### src/rtl/uart_tx_packetizer.sv
// FIFO-buffered framer feeding a uart_tx: emits HEADER, the payload bytes and, when
// UART_PKT_CHECKSUM_EN is defined, a trailing XOR checksum byte.
module uart_tx_packetizer #(
    parameter int unsigned       BITS_N = 8,
    parameter int unsigned       DEPTH  = 16,
    parameter logic [BITS_N-1:0] HEADER = 8'hAA
) (
    input  logic                   clk,
    input  logic                   rst,
    input  logic [BITS_N-1:0]      in_data,
    input  logic                   in_last,
    input  logic                   in_valid,
    output logic                   in_ready,
    output logic [BITS_N-1:0]      tx_data,
    output logic                   tx_valid,
    input  logic                   tx_ready,
    output logic [$clog2(DEPTH):0] fifo_count,
    output logic                   frame_done
);
    localparam int unsigned AW = $clog2(DEPTH);
    localparam logic [AW:0] FullCnt = (AW+1)'(DEPTH);

    typedef enum logic [1:0] {
        StIdle    = 2'd0,
        StHdr     = 2'd1,
        StPayload = 2'd2
`ifdef UART_PKT_CHECKSUM_EN
        , StCsum  = 2'd3
`endif
    } state_e;

    state_e            state_q, state_d;
    logic [AW-1:0]     wr_ptr_q, wr_ptr_d;
    logic [AW-1:0]     rd_ptr_q, rd_ptr_d;
    logic [AW:0]       count_q, count_d;
    logic [BITS_N:0]   mem_q [DEPTH];
`ifdef UART_PKT_CHECKSUM_EN
    logic [BITS_N-1:0] csum_q, csum_d;
`endif

    logic              full, empty, push, pop, tx_fire, head_last;
    logic [BITS_N-1:0] head_data;

    assign full       = (count_q == FullCnt);
    assign empty      = (count_q == '0);
    assign in_ready   = !full;
    assign push       = in_valid && in_ready;
    assign tx_fire    = tx_valid && tx_ready;
    assign pop        = tx_fire && (state_q == StPayload);
    assign head_last  = mem_q[rd_ptr_q][BITS_N];
    assign head_data  = mem_q[rd_ptr_q][BITS_N-1:0];
    assign fifo_count = count_q;

    // Outputs decode only registered state, so tx_data cannot move while a byte is offered.
    always_comb begin
        tx_valid = 1'b0;
        tx_data  = '0;
        case (state_q)
            StHdr: begin
                tx_valid = 1'b1;
                tx_data  = HEADER;
            end
            StPayload: begin
                tx_valid = !empty;
                tx_data  = head_data;
            end
`ifdef UART_PKT_CHECKSUM_EN
            StCsum: begin
                tx_valid = 1'b1;
                tx_data  = csum_q;
            end
`endif
            default: ;
        endcase
    end

    always_comb begin
        state_d    = state_q;
        frame_done = 1'b0;
        wr_ptr_d   = wr_ptr_q + AW'(push);
        rd_ptr_d   = rd_ptr_q + AW'(pop);
        count_d    = count_q + (AW+1)'(push) - (AW+1)'(pop);
`ifdef UART_PKT_CHECKSUM_EN
        csum_d     = csum_q;
`endif
        case (state_q)
            StIdle: begin
                if (!empty) state_d = StHdr;
            end
            StHdr: begin
                if (tx_fire) begin
                    state_d = StPayload;
`ifdef UART_PKT_CHECKSUM_EN
                    csum_d  = '0;
`endif
                end
            end
            StPayload: begin
                if (tx_fire) begin
`ifdef UART_PKT_CHECKSUM_EN
                    csum_d = csum_q ^ head_data;
                    if (head_last) state_d = StCsum;
`else
                    if (head_last) begin
                        state_d    = StIdle;
                        frame_done = 1'b1;
                    end
`endif
                end
            end
`ifdef UART_PKT_CHECKSUM_EN
            StCsum: begin
                if (tx_fire) begin
                    state_d    = StIdle;
                    frame_done = 1'b1;
                end
            end
`endif
            default: state_d = StIdle;
        endcase
    end

    // Storage is not reset; the pointers and count alone define what is valid.
    always_ff @(posedge clk) begin
        if (push) mem_q[wr_ptr_q] <= {in_last, in_data};
    end

    always_ff @(posedge clk or negedge rst) begin
        if (!rst) begin
            state_q  <= StIdle;
            wr_ptr_q <= '0;
            rd_ptr_q <= '0;
            count_q  <= '0;
`ifdef UART_PKT_CHECKSUM_EN
            csum_q   <= '0;
`endif
        end else begin
            state_q  <= state_d;
            wr_ptr_q <= wr_ptr_d;
            rd_ptr_q <= rd_ptr_d;
            count_q  <= count_d;
`ifdef UART_PKT_CHECKSUM_EN
            csum_q   <= csum_d;
`endif
        end
    end

endmodule
### config.mk
export PLATFORM = sky130hd
export DESIGN_NAME = uart_tx_packetizer
export DESIGN_NICKNAME = d
export VERILOG_FILES = /design/src/rtl/uart_tx_packetizer.sv
export SDC_FILE = /design/constraint.sdc
export NUM_CORES = 1
export LEC_CHECK = 0
export BUFFER_PORTS_ARGS = -buffer_cell sky130_fd_sc_hd__buf_2
export CORE_ASPECT_RATIO = 0.9
export CORE_MARGIN = 4
export CORE_UTILIZATION = 55
export DETAILED_ROUTE_END_ITERATION = 8
export PLACE_DENSITY_LB_ADDON = 0.3
export SLEW_MARGIN = 40
export SYNTH_ARGS = -nofsm -noshare
export SYNTH_HDL_FRONTEND = slang
export SYNTH_SLANG_ARGS = --single-unit
export TNS_END_PERCENT = 10
### constraint.sdc
create_clock -name clk -period 5.53 [get_ports clk]
set_clock_uncertainty 0.05 [all_clocks]
set_input_delay 1.106 -clock clk [delete_from_list [all_inputs] [get_ports clk]]
set_output_delay 1.106 -clock clk [all_outputs]
set_load 0.02 [all_outputs]
# Yosys cells after proc, flatten, opt, wreduce, memory -nomap -nowiden
# Memories as Yosys holds them, arrays and structs flattened.
# Cells that the tools add are included.
[op_classes]
add_sub_neg = 4
n_reduce_logical = 8
muxes = 12
n_eq_ne = 7
[op_table]
columns = ["operator", "n"]
rows = [
  ["$pmux 8 s2", 1],
  ["$add 4x1->4", 2],
  ["$mux 2", 4],
  ["$ne 2x2->1 const B", 4],
  ["$pmux 2 s3", 1],
  ["$add 5x1->5", 1],
  ["$eq 5x5->1 const B", 1],
  ["$logic_not 5->1", 1],
  ["$mux 1", 5],
  ["$sub 5x1->5", 1],
  ["$reduce_and 4->1", 1],
  ["$logic_and 1x1->1", 3],
  ["$eq 2x1->1 const B", 1],
  ["$eq 2x2->1 const B", 1],
  ["$logic_not 1->1", 2],
  ["$logic_not 2->1", 1],
  ["$pmux 1 s2", 1],
]
[totals]
mem_bits_rw = 144
in_bits = 13
reg_bits = 15
word_cells = 36
mem_count = 1
output_inout_bits = 16
[mem_list]
columns = ["memory", "words", "word_bits", "read_ports", "rd_ports_with_merged_regs", "wr", "line_no", "rtl"]
rows = [
  ["mem_q", 16, 9, 1, 0, 1, "36", "logic [BITS_N:0] mem_q [DEPTH];"],
]

# Depth between registers and ports, before layout
# Gate-level depths: netlist of run 1.
[depth]
ltp_word = 6
mapped_depth = 14
ltp_nobuf = 14

# Least setup slack after synthesis of run 1
# No wires, ideal clock.
[synth_timing]
kind = "reg2out"
from = "register rd_ptr_q[2]"
to = "output port tx_data[0]"
path_buffers = 3
slack_ps = 2430
stages_incl_launch_ff = 7
t_required_ps = 4374
arrival_ps = 1944
cell_sequence = "dfrtp_1 -> buf_6 -> buf_4 -> buf_1 -> mux4_2 -> mux4_2 -> nor2b_1"
[synth_via]
elab_chain_len = 2
[synth_lines]
columns = ["item", "line_no", "rtl"]
rows = [
  ["from (decl)", "34", "logic [AW-1:0] rd_ptr_q, rd_ptr_d;"],
  ["from (signal assigned)", "140", "rd_ptr_q <= rd_ptr_d;"],
  ["$mem_v2 16x9", "--", ""],
  ["$pmux 8 s2", "58", "case (state_q)"],
  ["to (decl)", "14", "output logic [BITS_N-1:0] tx_data,"],
]
# No other way between the ends.

# Final worst setup path of run 1
[layout_timing]
from = "register rd_ptr_q[0]"
to = "output port tx_data[4]"
# The elaborated chain is that of the path after synthesis.

==> parameters.txt, run 1 <==
Parameter                              Value

Run status
  Result of the run ... complete, no violations

Yosys
  Most common flop cell mapped by yosys ... sky130_fd_sc_hd__edfxtp_1
  Count of flip-flops with a built-in enable after synthesis ... 144
  Count of mapped cells out of synthesis ... 331
  Number of different library cells in the post-synthesis netlist ... 33
  Share of synthesized registers carrying an async set or reset ... 9.434%
  Post-synthesis instance area ... 0.006447 mm^2
  Yosys warnings ... 0
  Flops & latches, synth ... 159
  Post-Syn Nets ... 359
  Syn_area_per_cell ... 19.48 um^2
  Sequential share of the synthesized area ... 72.89%

Cells and area
  Multi-input combinational cell area ... 0.001672 mm^2
  Area growth from synthesis to final layout ... 15.58%
  Final nets ... 400
  Final antenna diode count ... 0
  Total area of sequential cells ... 0.004702 mm^2
  Fraction of final layout cells sized beyond drive strength 1 ... 30.47%
  Fill cell total of the finished layout ... 777

Timing
  Smallest hold slack ... 0.4975 ns
  Transition time at the pin with the least slew margin ... 0.7622 ns
  Setup-violating endpoint count in the final report ... 0
  Hold Vio Cnt, Final ... 0
  Tightest slew margin relative to the limit ... 49.13%
  Unrepaired setup endpoints after global routing ... false
  Final critical path time including I/O delays and setup ... 4.137 ns
  Max Fclk ... 241.7 MHz
  Final number of max-transition violations ... 0
  Setup_tns ... 0 ns
  Share of the clock period used by the worst path ... 74.80%

Setup path
  Longest individual stage delay on the worst path ... 0.59 ns
  Worst setup EP type ... output port
  Crit Path Class ... register to output port
  Cell with the most instances on the worst path ... sky130_fd_sc_hd__mux4_2
  Critical Path Slowest Stage Cell ... sky130_fd_sc_hd__dfrtp_2
  Biggest fanout along the worst timing path ... 25
  Cells along the critical path ... buf_4 > mux4_2 > mux4_2 > nor2b_1 > buf_2
  Critical path launch point type ... register
  Data arrival time of the critical path ... 2.98 ns
  Required time at the worst-slack endpoint ... 4.37 ns

Global routing
  Gr usage total ... 20.34%
  Via count of the first global-routing pass ... 3,334
  Wire length of the first global-routing pass ... 19,560 um
  Pin count of the biggest net entering global routing ... 26
  Overflow left after global routing ... 0
  Antenna violations before repair ... 0

Place
  Routability-driven placement congestion ratio ... 0.7609
  HPWL after detailed placement ... 7721 um
  Count of buffers from port buffering ... 28

Route
  Detail-routed via count per cell ... 5.794
  Total via count in the routed design ... 3,129
  Number of optimization iterations in the first detailed-route pass ... 4
  Number of DRC markers in iteration 0 ... 233
  Residual DRC count ... 0
  Total wire length ... 12,610 um
  Antenna Nets Post-Route ... 0
  Average wire per standard cell ... 23.34 um

Clocking
  Clock sink count ... 159
  Root buf cell ... sky130_fd_sc_hd__clkbuf_16
  Number of buffers added to fix hold violations after cts ... 0
  Clock latency reported for the late side of the worst-skew pair ... 0.42 ns
  Worst-path clk slew ... 0.06 ns
  Clock tree from TritonCTS ... done
  Clock buffer depth ... 2
  Count of H-tree levels built during CTS ... 4
  Number of clock buffers inserted by TritonCTS ... 17
  Count of cells resized by post-cts repair ... 0
  Number of setup buffers added after CTS ... 0

Power and ir drop
  Power density cells ... 542.1 mW/mm^2
  Power Total ... 4040 uW
  Leakage power ... 0.002555 uW
  Peak supply drop ... 0.3084 mV

Hold path
  Class of the worst hold path ... register to register

Floorplan
  Die area ... 0.01352 mm^2
  CORE AREA ... 0.01143 mm^2
  Placement row count ... 37
  Die X ... 122.1 um
  Starting density of the core ... 56.38%
  Y dimension of the die ... 110.7 um
  Top-level I/O count ... 29

Flow run
  Total of max-cap violations ... 0
## worst max-delay path, delay by kind of cell, from the launching register on
kind,cells,cell delay (ns)
flip-flops,1,0.59
multiplexers,2,1.08
AND/OR/NAND/NOR,1,0.17
buffers and inverters,2,0.70
## synthesized netlist by cell type, types with 5 or more instances
| library cell | number | area (um^2) |
|---|---|---|
| sky130_fd_sc_hd__edfxtp_1 | 144 | 4324 |
| sky130_fd_sc_hd__ha_1 | 14 | 175.2 |
| sky130_fd_sc_hd__o21ai_0 | 5 | 25.02 |
| sky130_fd_sc_hd__nor2_1 | 17 | 63.81 |
| sky130_fd_sc_hd__nor2b_1 | 8 | 50.05 |
| sky130_fd_sc_hd__inv_1 | 11 | 41.29 |
| sky130_fd_sc_hd__dfrtp_1 | 15 | 375.4 |
| sky130_fd_sc_hd__nand3_1 | 9 | 45.04 |
| sky130_fd_sc_hd__nand2_1 | 11 | 41.29 |
| sky130_fd_sc_hd__xnor2_1 | 6 | 52.55 |
| sky130_fd_sc_hd__mux4_2 | 38 | 855.8 |
| sky130_fd_sc_hd__mux2i_1 | 9 | 90.09 |
| sky130_fd_sc_hd__clkbuf_1 | 5 | 18.77 |
## area by class of cell
| class | instances | share of cell area [%] |
|---|---|---|
| inverter | 11 | 0.5541 |
| multi-input combinational | 148 | 22.43 |
| clock inverter | 12 | 2.905 |
| timing repair buffer | 35 | 2.586 |
| sequential | 159 | 63.10 |
| clock buffer | 19 | 5.809 |
| tap | 156 | 2.619 |
## through the flow
stage | utilization [%] | worst slack, ns | cells | area [um^2]
after global routing | 65.17 | 1.207 | 540 | 7452
after global placement | 59.18 | 1.888 | 509 | 6766
after detailed placement | 59.49 | 1.841 | 509 | 6803
final | 65.17 | 1.393 | 540 | 7452
after floorplan | - | 2.430 | 331 | 6447
after CTS | 65.17 | 1.325 | 540 | 7452
## cell usage in the layout, fill, tap and decap left out, types with 8 or more instances in the layout
cell type | Yosys | final
sky130_fd_sc_hd__buf_2 | 2 | 28
sky130_fd_sc_hd__clkbuf_16 | 0 | 17
sky130_fd_sc_hd__dfrtp_1 | 15 | 13
sky130_fd_sc_hd__edfxtp_1 | 144 | 144
sky130_fd_sc_hd__ha_1 | 14 | 14
sky130_fd_sc_hd__inv_1 | 11 | 11
sky130_fd_sc_hd__mux2i_1 | 9 | 9
sky130_fd_sc_hd__mux4_2 | 38 | 38
sky130_fd_sc_hd__nand2_1 | 11 | 11
sky130_fd_sc_hd__nand3_1 | 9 | 9
sky130_fd_sc_hd__nor2_2 | 0 | 12
sky130_fd_sc_hd__nor2b_1 | 8 | 8
## worst paths after layout
check / start / endpoint / slack [ns] / cells after the start
max: rd_ptr_q[0] / tx_data[4] / 1.39 / 5
min: state_q[1] / state_q[1] / 0.50 / 1
max reg2reg: state_q[0] / fifo_count[4] / 2.40 / 13
min reg2reg: state_q[1] / state_q[1] / 0.50 / 1
max in group asynchronous: rst / rd_ptr_q[0] / 4.62 / 1
min in group asynchronous: rst / wr_ptr_q[3] / 0.53 / 1
## report_power, final
group,internal (uW),total [uW],switching [uW]
combinational,536,1130,590
sequential,1480,1630,149
clock,840,1280,443
## flip-flops by register name, indices dropped and copies added (netlist names)
name,flops
state_q,2
mem_q,144
fifo_count,5
rd_ptr_q,4
wr_ptr_q,4
## metal layers
layer	vias to the layer above	global-route usage (%)	part of all wire (%)
met5	-	0	0
met4	0	7.537	1.3
met3	16	5.306	6.2
met1	1614	27.01	40
li1	1397	-	-
met2	102	32.66	52
## kinds of logic after synthesis
logic type / after synthesis / synth area share, %
and+or+nand+nor: 61 / 4.755
DFF: 159 / 72.89
buffers and inverters: 24 / 1.727
xor gates and xnor gates: 9 / 1.223
AOI/OAI and AO/OA: 14 / 1.358
adders and majority gates: 15 / 3.027
muxes: 49 / 15.02
Power figures use the tool's default switching activity.
==> inputs of run 2 (changes only) <==
==> constraint.sdc (replaced) <==
create_clock -name clk -period 3.35 [get_ports clk]
set_clock_uncertainty 0.05 [all_clocks]
set_input_delay 0.67 -clock clk [delete_from_list [all_inputs] [get_ports clk]]
set_output_delay 0.67 -clock clk [all_outputs]
set_load 0.02 [all_outputs]
==> run 2 against run 1 <==
Utilization about the same. Clock-buffer cell count up 2. Critical endpoint unchanged. Clock power up 39%. Largest power group unchanged. Critical path depth unchanged. Sequential power up 60%. Cell count up 3.0%. Flip-flop and latch count unchanged. Sequential share of layout area about the same. Design area about the same. Combinational power up 76%. Largest cell class unchanged. Via count up 1.1%.
==> parameters.txt, run 2 (same netlist as run 1, synthesis figures left out) <==
Parameter                              Value

Global routing
  Overflow left after global routing ... 0
  Gr usage total ... 20.35%
  Wire length of the first global-routing pass ... 19,680 um
  Pin count of the biggest net entering global routing ... 35
  Via count of the first global-routing pass ... 3,378
  Antenna violations before repair ... 0

Place
  Routability-driven placement congestion ratio ... 0.8107
  HPWL after detailed placement ... 7977 um
  Setup slack at placement ... 0.4730 ns
  Count of buffers from port buffering ... 28
  Cell count after placement ... 524

Timing
  Share of the clock period used by the worst path ... 95.76%
  Transition time at the pin with the least slew margin ... 0.7463 ns
  Max Fclk ... 311.7 MHz
  Final critical path time including I/O delays and setup ... 3.208 ns
  Final number of max-transition violations ... 0
  PnR worst setup slack ... 0.1420 ns
  Setup-violating endpoint count in the final report ... 0
  Tightest slew margin relative to the limit ... 50.06%
  Hold Vio Cnt, Final ... 0
  Setup_tns ... 0 ns
  Unrepaired setup endpoints after global routing ... false

Floorplan
  Top-level I/O count ... 29
  Placement row count ... 37
  Die area ... 0.01352 mm^2
  Die X ... 122.1 um
  Starting density of the core ... 56.38%
  Y dimension of the die ... 110.7 um
  CORE AREA ... 0.01143 mm^2

Cells and area
  Final antenna diode count ... 0
  Area growth from synthesis to final layout ... 15.62%
  Final nets ... 415
  Most common cell after layout, fill and taps aside ... sky130_fd_sc_hd__edfxtp_1
  Fraction of final layout cells sized beyond drive strength 1 ... 30.00%
  Reg with most FFs ... mem_q
  Number of flip-flops under the largest register name ... 144
  Non-filler cells in the finished layout ... 556
  Highest-count cells in the layout ignoring fill and taps ... sky130_fd_sc_hd__edfxtp_1 (144), sky130_fd_sc_hd__mux4_2 (38), sky130_fd_sc_hd__buf_2 (28), sky130_fd_sc_hd__buf_4 (20), sky130_fd_sc_hd__clkbuf_16 (18)

Setup path
  Required time at the worst-slack endpoint ... 2.63 ns
  Worst setup EP type ... output port
  Data arrival time of the critical path ... 2.49 ns
  Critical path launch point type ... register
  Biggest fanout along the worst timing path ... 34
  Crit Path Class ... register to output port

Route
  Average wire per standard cell ... 22.45 um
  Number of optimization iterations in the first detailed-route pass ... 4
  Detail-routed via count per cell ... 5.687
  Total wire length ... 12,480 um
  Number of DRC markers in iteration 0 ... 281
  Antenna Nets Post-Route ... 0
  Residual DRC count ... 0
  Total via count in the routed design ... 3,162

Power and ir drop
  Peak supply drop ... 0.7340 mV
  Power density cells ... 854.2 mW/mm^2
  Leakage power ... 0.002613 uW

Clocking
  Root buf cell ... sky130_fd_sc_hd__clkbuf_16
  Clock tree from TritonCTS ... done
  Count of H-tree levels built during CTS ... 4
  Number of buffers added to fix hold violations after cts ... 0
  Count of cells resized by post-cts repair ... 0
  Clock buffer depth ... 2
  Number of setup buffers added after CTS ... 0
  Number of clock buffers inserted by TritonCTS ... 17
  Clock sink count ... 159
  Clock latency reported for the late side of the worst-skew pair ... 0.42 ns
  Worst-path clk slew ... 0.06 ns

Run status
  Result of the run ... complete, no violations

Hold path
  Class of the worst hold path ... input port to async pin

Flow run
  Total of max-cap violations ... 0
[run 2: cell types whose count changed in the layout (fill, tap and decap cells not counted), moves of 2 or more]
| cell | change |
|---|---|
| sky130_fd_sc_hd__clkinvlp_4 | -2 |
| sky130_fd_sc_hd__nor2_1 | +12 |
| sky130_fd_sc_hd__clkinv_4 | +4 |
| sky130_fd_sc_hd__inv_4 | +5 |
| sky130_fd_sc_hd__buf_12 | +2 |
| sky130_fd_sc_hd__buf_4 | +13 |
| sky130_fd_sc_hd__nor2_2 | -12 |
| sky130_fd_sc_hd__bufinv_16 | -6 |
[run 2: final timing paths]
| kind | startpoint | endpoint | slack, ns | depth (start not counted) |
|---|---|---|---|---|
| max in group asynchronous | rst | rd_ptr_q[0] | 2.87 | 1 |
| worst max register to register | fifo_count[3] | fifo_count[4] | 0.46 | 14 |
| min in group clk | state_q[1] | state_q[1] | 0.49 | 1 |
| worst min-delay path | rst | wr_ptr_q[3] | 0.10 | 1 |
| worst min register to register | state_q[1] | state_q[1] | 0.49 | 1 |
| worst max-delay path | rd_ptr_q[0] | tx_data[4] | 0.14 | 5 |
[run 2: cell type report]
type | instances | area, um^2
repair buffers | 50 | 330.3
well taps | 156 | 195.2
fillers | 773 | 3980
flip-flops and latches | 159 | 4701
inverters | 11 | 41.29
multi-input cells | 148 | 1637
clock buffers | 21 | 471.7
clock inverters | 11 | 78.83
[run 2: metal layers]
layer	global-route usage [%]	part of all wire (%)	vias to the layer above
met5	0	0	-
met4	7.015	1.3	0
met3	5.765	6.4	16
met2	31.19	50	106
met1	28.44	42	1609
li1	-	-	1431
[run 2: through the flow]
stage          utilization, %  hold slack, ns  power [uW]  instance area, um^2
2_1_floorplan               -          0.3244        4080                 6447
3_3_place_gp            60.38          0.4584        4603                 6904
3_5_place_dp            60.38          0.4724        4661                 6904
4_1_cts                 65.19          0.1069        6443                 7455
5_1_grt                 65.19          0.1169        6719                 7455
6_report                65.19          0.1027        6368                 7455
[run 2: report_power, final]
group / internal [uW] / switching (uW)
Sequential: 2440 / 155
Combinational: 947 / 1040
Clock: 1020 / 761
[run 2: worst max-delay path, cell delays in order (launching register included)]
cell	delay, ns
sky130_fd_sc_hd__dfrtp_2	0.39
sky130_fd_sc_hd__buf_12	0.27
sky130_fd_sc_hd__mux4_2	0.58
sky130_fd_sc_hd__mux4_2	0.47
sky130_fd_sc_hd__nor2b_1	0.15
sky130_fd_sc_hd__buf_2	0.16
==> inputs of run 3 (changes only) <==
--- a/config.mk
+++ b/config.mk
@@ -9,6 +9,7 @@
 export CORE_ASPECT_RATIO = 0.9
 export CORE_MARGIN = 4
 export CORE_UTILIZATION = 55
+export CTS_BUF_LIST = sky130_fd_sc_hd__clkbuf_16
 export DETAILED_ROUTE_END_ITERATION = 8
 export PLACE_DENSITY_LB_ADDON = 0.3
 export SLEW_MARGIN = 40
==> run 3 against run 2 <==
Register-to-register slack is essentially flat. Global-route usage is essentially flat. Worst hold slack gained 0.00072 ns. First-iteration DRC count grew 8.5%. Via count grew 0.85%. Clock-buffer cell count shrank 3. Non-clock buffer count is the same. Total power shrank 0.45%. Flip-flop and latch count is the same. Sequential power is essentially flat. Critical path type unchanged. Critical endpoint unchanged. Largest cell class unchanged.
==> parameters.txt, run 3 (same netlist as run 1, synthesis figures left out) <==
Parameter                              Value

Run status
  Result of the run ... complete, no violations

Clocking
  Number of clock buffers inserted by TritonCTS ... 17
  Number of setup buffers added after CTS ... 0
  Clock latency reported for the late side of the worst-skew pair ... 0.42 ns
  Clock buffer depth ... 2
  Number of buffers added to fix hold violations after cts ... 0
  Root buf cell ... sky130_fd_sc_hd__clkbuf_16
  Count of cells resized by post-cts repair ... 0
  Clock sink count ... 159
  Count of H-tree levels built during CTS ... 4
  Worst-path clk slew ... 0.06 ns
  Clock tree from TritonCTS ... done

Timing
  Max Fclk ... 312.3 MHz
  Share of the clock period used by the worst path ... 95.60%
  Setup-violating endpoint count in the final report ... 0
  Unrepaired setup endpoints after global routing ... false
  Setup_tns ... 0 ns
  Final number of max-transition violations ... 0
  Transition time at the pin with the least slew margin ... 0.7068 ns
  Hold Vio Cnt, Final ... 0
  Final critical path time including I/O delays and setup ... 3.202 ns
  Tightest slew margin relative to the limit ... 52.88%

Floorplan
  CORE AREA ... 0.01143 mm^2
  Die area ... 0.01352 mm^2
  Top-level I/O count ... 29
  Starting density of the core ... 56.38%
  Placement row count ... 37
  Die X ... 122.1 um
  Y dimension of the die ... 110.7 um

Route
  Number of DRC markers in iteration 0 ... 305
  Residual DRC count ... 0
  Antenna Nets Post-Route ... 0
  Average wire per standard cell ... 22.45 um
  Detail-routed via count per cell ... 5.736
  Number of optimization iterations in the first detailed-route pass ... 4
  Total via count in the routed design ... 3,189
  Total wire length ... 12,480 um

Setup path
  Required time at the worst-slack endpoint ... 2.63 ns
  Worst-case register-to-register setup slack ... 0.46 ns
  Critical Path Slowest Stage Cell ... sky130_fd_sc_hd__mux4_2
  Worst reg2reg endpoint ... fifo_count[4]
  Critical path launch point type ... register
  Critical path startpoint ... rd_ptr_q[0]
  Cells along the critical path ... buf_12 > mux4_2 > mux4_2 > nor2b_1 > buf_2
  Data arrival time of the critical path ... 2.48 ns
  Crit Path Class ... register to output port
  Worst Setup EP ... tx_data[4]
  Worst setup EP type ... output port
  Longest individual stage delay on the worst path ... 0.57 ns
  Startpoint of the most critical register-to-register path ... fifo_count[3]
  Count of cells along the worst register-to-register path ... 14
  Biggest fanout along the worst timing path ... 34
  Cell with the most instances on the worst path ... sky130_fd_sc_hd__mux4_2

Cells and area
  Area growth from synthesis to final layout ... 15.47%
  Final nets ... 415
  Post-route design area ... 0.007445 mm^2
  Reg with most FFs ... mem_q
  Fraction of final layout cells sized beyond drive strength 1 ... 29.75%
  Fill cell total of the finished layout ... 775
  Final cell utilization of the core ... 65.11%
  Most common cell after layout, fill and taps aside ... sky130_fd_sc_hd__edfxtp_1
  Number of flip-flops under the largest register name ... 144
  Highest-count cells in the layout ignoring fill and taps ... sky130_fd_sc_hd__edfxtp_1 (144), sky130_fd_sc_hd__mux4_2 (38), sky130_fd_sc_hd__buf_2 (28), sky130_fd_sc_hd__buf_4 (20), sky130_fd_sc_hd__clkbuf_16 (18)
  Final antenna diode count ... 0

Power and ir drop
  Peak supply drop ... 0.7244 mV
  Leakage power ... 0.002616 uW
  Power density cells ... 851.5 mW/mm^2
  Power Total ... 6339 uW

Place
  Count of buffers from port buffering ... 28
  Placed Area ... 0.006904 mm^2
  Routability-driven placement congestion ratio ... 0.8107
  HPWL after detailed placement ... 7977 um

Global routing
  Gr usage total ... 20.32%
  Wire length of the first global-routing pass ... 19,690 um
  Via count of the first global-routing pass ... 3,368
  Overflow left after global routing ... 0
  Antenna violations before repair ... 0
  Pin count of the biggest net entering global routing ... 35

Flow run
  Total of max-cap violations ... 0

Hold path
  Class of the worst hold path ... input port to async pin
## run 3: changes by cell type in the layout (fill, tap and decap cells not counted), sizes merged
cell,change
clkbuf,-3
clkinv,+1
inv,+2
## run 3: worst max-delay path, delay by kind of cell, from the launching register on
kind	cells	cell delay (ns)
buffers and inverters	2	0.43
flip-flops	1	0.39
AND/OR/NAND/NOR	1	0.15
multiplexers	2	1.04
## run 3: metrics by stage
stage	setup slack, ns	hold slack [ns]	cells
2_1_floorplan	0.5377	0.3244	331
3_3_place_gp	0.5284	0.4584	524
3_5_place_dp	0.4730	0.4724	524
4_1_cts	0.1081	0.1099	556
5_1_grt	0.03134	0.1194	556
6_report	0.1476	0.1034	556
## run 3: worst min-delay path by stage
stage / from / to / depth (start not counted)
finish: rst / wr_ptr_q[3] / 1
global route: rst / wr_ptr_q[3] / 1
CTS: rst / wr_ptr_q[3] / 1
detailed placement: state_q[1] / state_q[1] / 1
global placement: state_q[1] / state_q[1] / 1
floorplan: rst / fifo_count[0] / 0
## run 3: area by class of cell
cell class	instances	area [um^2]	area share (%)
multi-input combinational	148	1637	21.98
clock inverter	14	90.09	1.210
sequential	159	4701	63.14
tap	156	195.2	2.622
clock buffer	18	450.4	6.050
timing repair buffer	50	330.3	4.437
inverter	11	41.29	0.5546
## run 3: metal layers
metal  GRT usage [%]  routed length [um]  vias to the layer above
met5               0                   0                        -
met2           31.26                6295                      106
met1           28.48                5163                     1634
li1                -                   -                     1435
met4           6.791                 174                        0
met3           5.612                 846                       14
## run 3: report_power, final
| part | internal [uW] | switching, uW |
|---|---|---|
| Clock | 986 | 763 |
| Combinational | 946 | 1040 |
| Sequential | 2440 | 154 |
